$ cat config.mk
export PLATFORM = sky130hd
export DESIGN_NAME = voice_mixer
export DESIGN_NICKNAME = d
export VERILOG_FILES = /design/src/rtl/voice_mixer.sv
export SDC_FILE = /design/constraint.sdc
export NUM_CORES = 1
export LEC_CHECK = 0
export BUFFER_PORTS_ARGS = -buffer_cell sky130_fd_sc_hd__buf_2
export CORE_MARGIN = 2
export CORE_UTILIZATION = 55
export CTS_BUF_LIST = sky130_fd_sc_hd__clkbuf_2 sky130_fd_sc_hd__clkbuf_4 sky130_fd_sc_hd__clkbuf_8
export DETAILED_ROUTE_END_ITERATION = 10
export PLACE_DENSITY = 0.76
export SYNTH_ARGS = -nofsm -noshare
export SYNTH_HDL_FRONTEND = slang
export SYNTH_SLANG_ARGS = --single-unit
$ cat constraint.sdc
create_clock -name clk -period 12.35 [get_ports clk]
set_clock_uncertainty 0.1 [all_clocks]
set_input_delay 0 -clock clk [delete_from_list [all_inputs] [get_ports clk]]
set_output_delay 0 -clock clk [all_outputs]
set_load 0.005 [all_outputs]
$ cat src/rtl/voice_mixer.sv
// Time-multiplexed voice mixer: sums N_VOICES samples fetched over a registered
// read port, applies master volume, saturates to WIDTH bits and strobes the result.
module voice_mixer #(
    parameter int WIDTH     = 24,
    parameter int N_VOICES  = 16,
    parameter int VOL_WIDTH = 8
) (
    input  logic                        clk,
    input  logic                        rst,
    input  logic                        sample_tick,
    input  logic [VOL_WIDTH-1:0]        volume,
    output logic [$clog2(N_VOICES)-1:0] voice_idx,
    input  logic signed [WIDTH-1:0]     voice_sample,
    output logic signed [WIDTH-1:0]     sample_out,
    output logic                        sample_valid,
    output logic                        busy,
    output logic                        overrun
);

    localparam int IDX_W  = $clog2(N_VOICES);
    localparam int CNT_W  = IDX_W + 1;
    localparam int ACC_W  = WIDTH + IDX_W;
    localparam int PROD_W = ACC_W + VOL_WIDTH + 1;

    localparam logic [IDX_W-1:0] LAST_IDX = IDX_W'(N_VOICES - 1);
    localparam logic [CNT_W-1:0] LAST_CNT = CNT_W'(N_VOICES);

    localparam logic signed [PROD_W-1:0] SAT_MAX =
        {{(PROD_W-WIDTH+1){1'b0}}, {(WIDTH-1){1'b1}}};
    localparam logic signed [PROD_W-1:0] SAT_MIN =
        {{(PROD_W-WIDTH+1){1'b1}}, {(WIDTH-1){1'b0}}};

    typedef enum logic [2:0] {
        IDLE,
        FETCH,
        SCALE,
        SAT,
        OUT
    } state_t;

    state_t state_reg;
    state_t state_next;

    logic [VOL_WIDTH-1:0]     vol_reg;
    logic [CNT_W-1:0]         fetch_cnt_reg;
    logic signed [ACC_W-1:0]  acc_reg;
    logic signed [PROD_W-1:0] prod_reg;

    logic signed [ACC_W-1:0]  sample_ext;
    logic signed [PROD_W-1:0] acc_ext;
    logic signed [PROD_W-1:0] vol_ext;
    logic signed [PROD_W-1:0] shifted;
    logic signed [WIDTH-1:0]  sat_value;

    // Fetch cycle k presents index min(k, N-1) and adds the sample read in cycle k-1.
    always_comb begin
        state_next = state_reg;
        case (state_reg)
            IDLE:    if (sample_tick) state_next = FETCH;
            FETCH:   if (fetch_cnt_reg == LAST_CNT) state_next = SCALE;
            SCALE:   state_next = SAT;
            SAT:     state_next = OUT;
            OUT:     state_next = IDLE;
            default: state_next = IDLE;
        endcase
    end

    always_comb begin
        sample_valid = 1'b0;
        busy         = 1'b0;
        if (state_reg == OUT) sample_valid = 1'b1;
        if (state_reg != IDLE) busy = 1'b1;
    end

    always_comb begin
        sample_ext = {{(ACC_W-WIDTH){voice_sample[WIDTH-1]}}, voice_sample};
        acc_ext    = {{(PROD_W-ACC_W){acc_reg[ACC_W-1]}}, acc_reg};
        vol_ext    = {{(PROD_W-VOL_WIDTH){1'b0}}, vol_reg};
        shifted    = prod_reg >>> VOL_WIDTH;
        if (shifted > SAT_MAX) begin
            sat_value = SAT_MAX[WIDTH-1:0];
        end else if (shifted < SAT_MIN) begin
            sat_value = SAT_MIN[WIDTH-1:0];
        end else begin
            sat_value = shifted[WIDTH-1:0];
        end
    end

    always_ff @(posedge clk) begin
        if (rst) begin
            state_reg     <= IDLE;
            vol_reg       <= '0;
            fetch_cnt_reg <= '0;
            acc_reg       <= '0;
            prod_reg      <= '0;
            voice_idx     <= '0;
            sample_out    <= '0;
            overrun       <= 1'b0;
        end else begin
            state_reg <= state_next;
            case (state_reg)
                IDLE: begin
                    if (sample_tick) begin
                        vol_reg       <= volume;
                        acc_reg       <= '0;
                        voice_idx     <= '0;
                        fetch_cnt_reg <= '0;
                    end
                end
                FETCH: begin
                    fetch_cnt_reg <= fetch_cnt_reg + 1'b1;
                    if (voice_idx != LAST_IDX) voice_idx <= voice_idx + 1'b1;
                    if (fetch_cnt_reg != '0) acc_reg <= acc_reg + sample_ext;
                end
                SCALE: prod_reg <= acc_ext * vol_ext;
                SAT:   sample_out <= sat_value;
                default: ;
            endcase
            // Ticks while busy (including the strobe cycle) are dropped but remembered.
            if (sample_tick && state_reg != IDLE) overrun <= 1'b1;
        end
    end

endmodule

==> impl_summary.txt <==
----------------------------------------------------
[Logic synthesis]
  Synthesized flop and latch total ... 102
  Fraction of registers with async set or reset after synthesis ... 0
  Avg Cell Area, Syn ... 8.194 sq um
  Dominant combinational cell family by area after synthesis ... adder cells
  Xor/xnor cell area share of the yosys netlist ... 0.03568
  Proportion of synthesized chip area in sequential cells ... 0.1600
  Netlist Area Pre-Place ... 12770 sq um
  Simple-gate share of the synthesized area ... 0.1957
  Post-Syn Nets ... 1867
  Number of distinct library cell variants in the gate-level netlist after synthesis ... 74
  EDFF count, synth ... 0
  Top flip-flop cell by instance count after synthesis ... dfxtp_1
  Count of mapped cells out of synthesis ... 1558
  Multiplexer share of the synthesized area ... 0.002352
  Yosys warning total ... 0
  Post-synthesis compound-gate area fraction ... 0.1348
  Adder-cell share of the synthesized area ... 0.3709

[STA]
  Slew at the pin closest to its max-slew limit ... 1.302 ns
  Fmax ... 0.1605 GHz
  Unrepaired setup endpoints after global routing ... no
  Final worst path period need ... 6.229 ns
  TNS Setup ... 0 ns
  Finish-stage setup viols ... 0
  Crit share post-route ... 0.5044
  Final number of max-transition violations ... 0
  Final Hold Viols ... 0
  Normalized max-slew margin ... 0.1252

[Layout]
  Fraction of final layout cells with drive strength greater than 1 ... 0.06607
  Flip-flop count of the largest register after layout ... 29
  NumNets Final ... 1878
  Most common cell after layout, fill and taps aside ... inv_1
  Utilization of the core after routing ... 0.5954
  Top library cells by usage in the layout, fill and taps aside ... 252 x inv_1, 220 x nand2_1, 174 x fa_1
  Antenna Diode Count ... 0
  Non-Filler Cell Area, Final ... 13520 sq um
  Relative area change from synthesis to final layout ... 5.920%

[Critical path]
  Crit path DAT ... 6.44 ns
  Critical Path Sink Type ... flip-flop
  Beginning of the worst register-to-register path ... vol_reg[5]
  Reg-to-reg critical path endpoint ... prod_reg[32]
  Number of cell instances on the worst register-to-register path ... 18
  Kind of start point of the critical path ... flip-flop
  Kind of critical path ... reg -> reg
  Reg-to-reg slack, setup ... 6.12 ns
  Data required time of the critical path ... 12.56 ns
  Top fanout value on the critical path ... 29

[Floorplanning]
  Number of top-level design ports ... 66
  Die ar. ... 24450 sq um
  Core ar. ... 22710 sq um
  Count of standard-cell rows ... 55
  Initial Util ... 0.5621
  Die boundary width ... 156.4 um
  Die Ht ... 156.4 um

[Global routing]
  Number of global-route vias before repair ... 10900
  GRT Util Overall ... 0.2637
  Maximum number of pins on one net before global-route repair ... 54
  Number of antenna violations at the first check in global routing ... 0
  Total grt overflow ... 0
  Wire length of the first global-routing pass ... 51880 um

[Hold path]
  Worst min-delay path category ... in -> reg
  Min-Delay Path Depth ... 5
  Hold Path End ... acc_reg[3]
  Source of the worst hold timing path ... voice_sample[3]

[Run status]
  Outcome ... finished clean

[CTS]
  # resized after CTS ... 0
  TritonCTS clock tree ... built
  TritonCTS buffer count ... 9
  Sink Count ... 102
  Longest Clk Path Bufs ... 2
  CTS H-Tree Depth ... 3
  Library cell used as clock root buffer ... clkbuf_8
  Number of setup buffers added after CTS ... 0
  Clock transition time at the flip-flop clock pins of the worst setup and hold paths ... 0.12 ns
  Latest clock arrival within the worst-skew pair ... 0.41 ns
  CTS Hold Buffers Added ... 15

[Power and ir drop]
  Switching power share of the total ... 0.3364
  Part of the total power dissipated in sequential elements ... 0.518
  Max rail drop VDD ... 0.04454 mV
  Switching power total ... 232.4 uW
  Int Power ... 458.3 uW
  Power density relative to cell area ... 51.08 nW/um^2
  Static leakage power ... 6.904 nW
  Portion of total power attributed to the clock network ... 0.330
  Combinational fraction of design power ... 0.152
  Sum of internal, switching and leakage power ... 690.7 uW

[Placed design]
  Port Buffers ... 65
  Routability congestion estimate from global placement ... 0.8765
  Cell area after placement ... 13160 sq um
  HPWL after detailed placement ... 23310 um

[Detailed routing]
  Wire length reported by the detailed router ... 30210 um
  First DRT Iteration DRCs ... 608
  DRC Markers ... 0
  Via count ... 10450
  Drt pass-1 iters ... 5
  Antenna-violating nets left ... 0
  Number of vias per cell after detailed routing ... 5.622
  Per-cell routed wire length ... 16.25 um

[Run]
  Max Cap Violations ... 0

----------------------------------------------------
## metal layers
metal / track usage / vias up / wire [um]
met5: 0 / - / 0
met4: 0.09786 / 0 / 1025
met3: 0.03545 / 65 / 1350
met2: 0.4561 / 262 / 14750
met1: 0.3379 / 5120 / 13090
li1: - / 5005 / -
## per-stage QoR
step	instances	hold slack (ns)	setup slack [ns]
6_report	1859	0.005955	6.121
5_1_grt	1859	0.03655	5.675
4_1_cts	1859	0.0007002	6.144
3_5_place_dp	1828	0.1604	6.173
3_3_place_gp	1828	0.1578	6.298
2_1_floorplan	1558	0.03598	6.913
## worst max path at each step
stage / from / to / depth (start not counted)
2_1_floorplan: vol_reg[5] / prod_reg[32] / 20
3_3_place_gp: vol_reg[5] / prod_reg[32] / 18
3_5_place_dp: vol_reg[5] / prod_reg[32] / 18
4_1_cts: vol_reg[5] / prod_reg[32] / 18
5_1_grt: vol_reg[5] / prod_reg[36] / 18
6_report: vol_reg[5] / prod_reg[32] / 18
## critical path, cell delays in order, from the launching register on
cell	delay (ns)
dfxtp_1	1.09
nand2_1	0.22
fa_1	0.58
inv_1	0.05
fa_1	0.47
fa_1	0.54
inv_1	0.06
fa_1	0.54
inv_1	0.05
ha_1	0.36
a21oi_1	0.20
o21ai_1	0.14
a221oi_1	0.33
o21ai_2	0.17
a211oi_2	0.35
o31ai_1	0.20
a221oi_2	0.39
mux2i_1	0.12
a31o_1	0.18
## power by group through the flow
stage          combinational [mW]  sequential, mW  clock (mW)
3_5_place_dp                0.100           0.365           0
4_1_cts                     0.105           0.357       0.235
3_3_place_gp               0.0977           0.364           0
2_1_floorplan              0.0871           0.345           0
5_1_grt                     0.118           0.360       0.248
6_report                    0.105           0.358       0.228
## final cells by class
| type | count | area (sq um) |
|---|---|---|
| Clock buffer | 9 | 123.9 |
| Clock inverter | 7 | 88.84 |
| Fill cell | 2024 | 9188 |
| Inverter | 252 | 945.9 |
| Multi-Input combinational cell | 1118 | 9444 |
| Sequential cell | 102 | 2042 |
| Tap cell | 285 | 356.6 |
| Timing Repair Buffer | 86 | 520.5 |
## cells in the mapped netlist (all sizes together) (3+ instances only)
cell type  instances  area, sq um
nor3b              4        35.03
or2                4        25.03
a2111oi            3        26.28
o21ai             49        249.0
buf               13        62.56
nor4               4        25.02
inv              252        945.9
clkbuf            73        276.5
or3                5        31.28
a311oi             3        32.53
a221oi             4        47.55
a31oi              8        50.05
and4               5        43.79
o211ai             4        30.03
o21bai            14        105.1
o31ai              7        57.55
xnor2             35        306.5
and3               9        56.30
and2             103        644.4
nor3              34        170.2
ha               100         1251
dfxtp            102         2042
a21oi            103        515.5
fa               174         3483
a211oi             6        50.05
mux2i              3        30.03
nand3             21        105.1
nor2              71        269.0
nand2            221        832.1
nand2b             4        25.02
or4                3        22.52
nand4             17        106.4
a21o              36        270.3
xor2              17        148.9
a22oi             12        90.09
o21a               5        37.54
a31o               3        26.28
nand3b             3        22.52
## cells by family after synthesis
logic type | after synthesis
AOI/OAI and AO/OA | 272
xor gates and xnor gates | 52
adders and majority gates | 274
buffers and inverters | 338
DFF | 102
muxes | 3
and+or+nand+nor | 517
No activity file was read; power rests on OpenSTA's default activity.
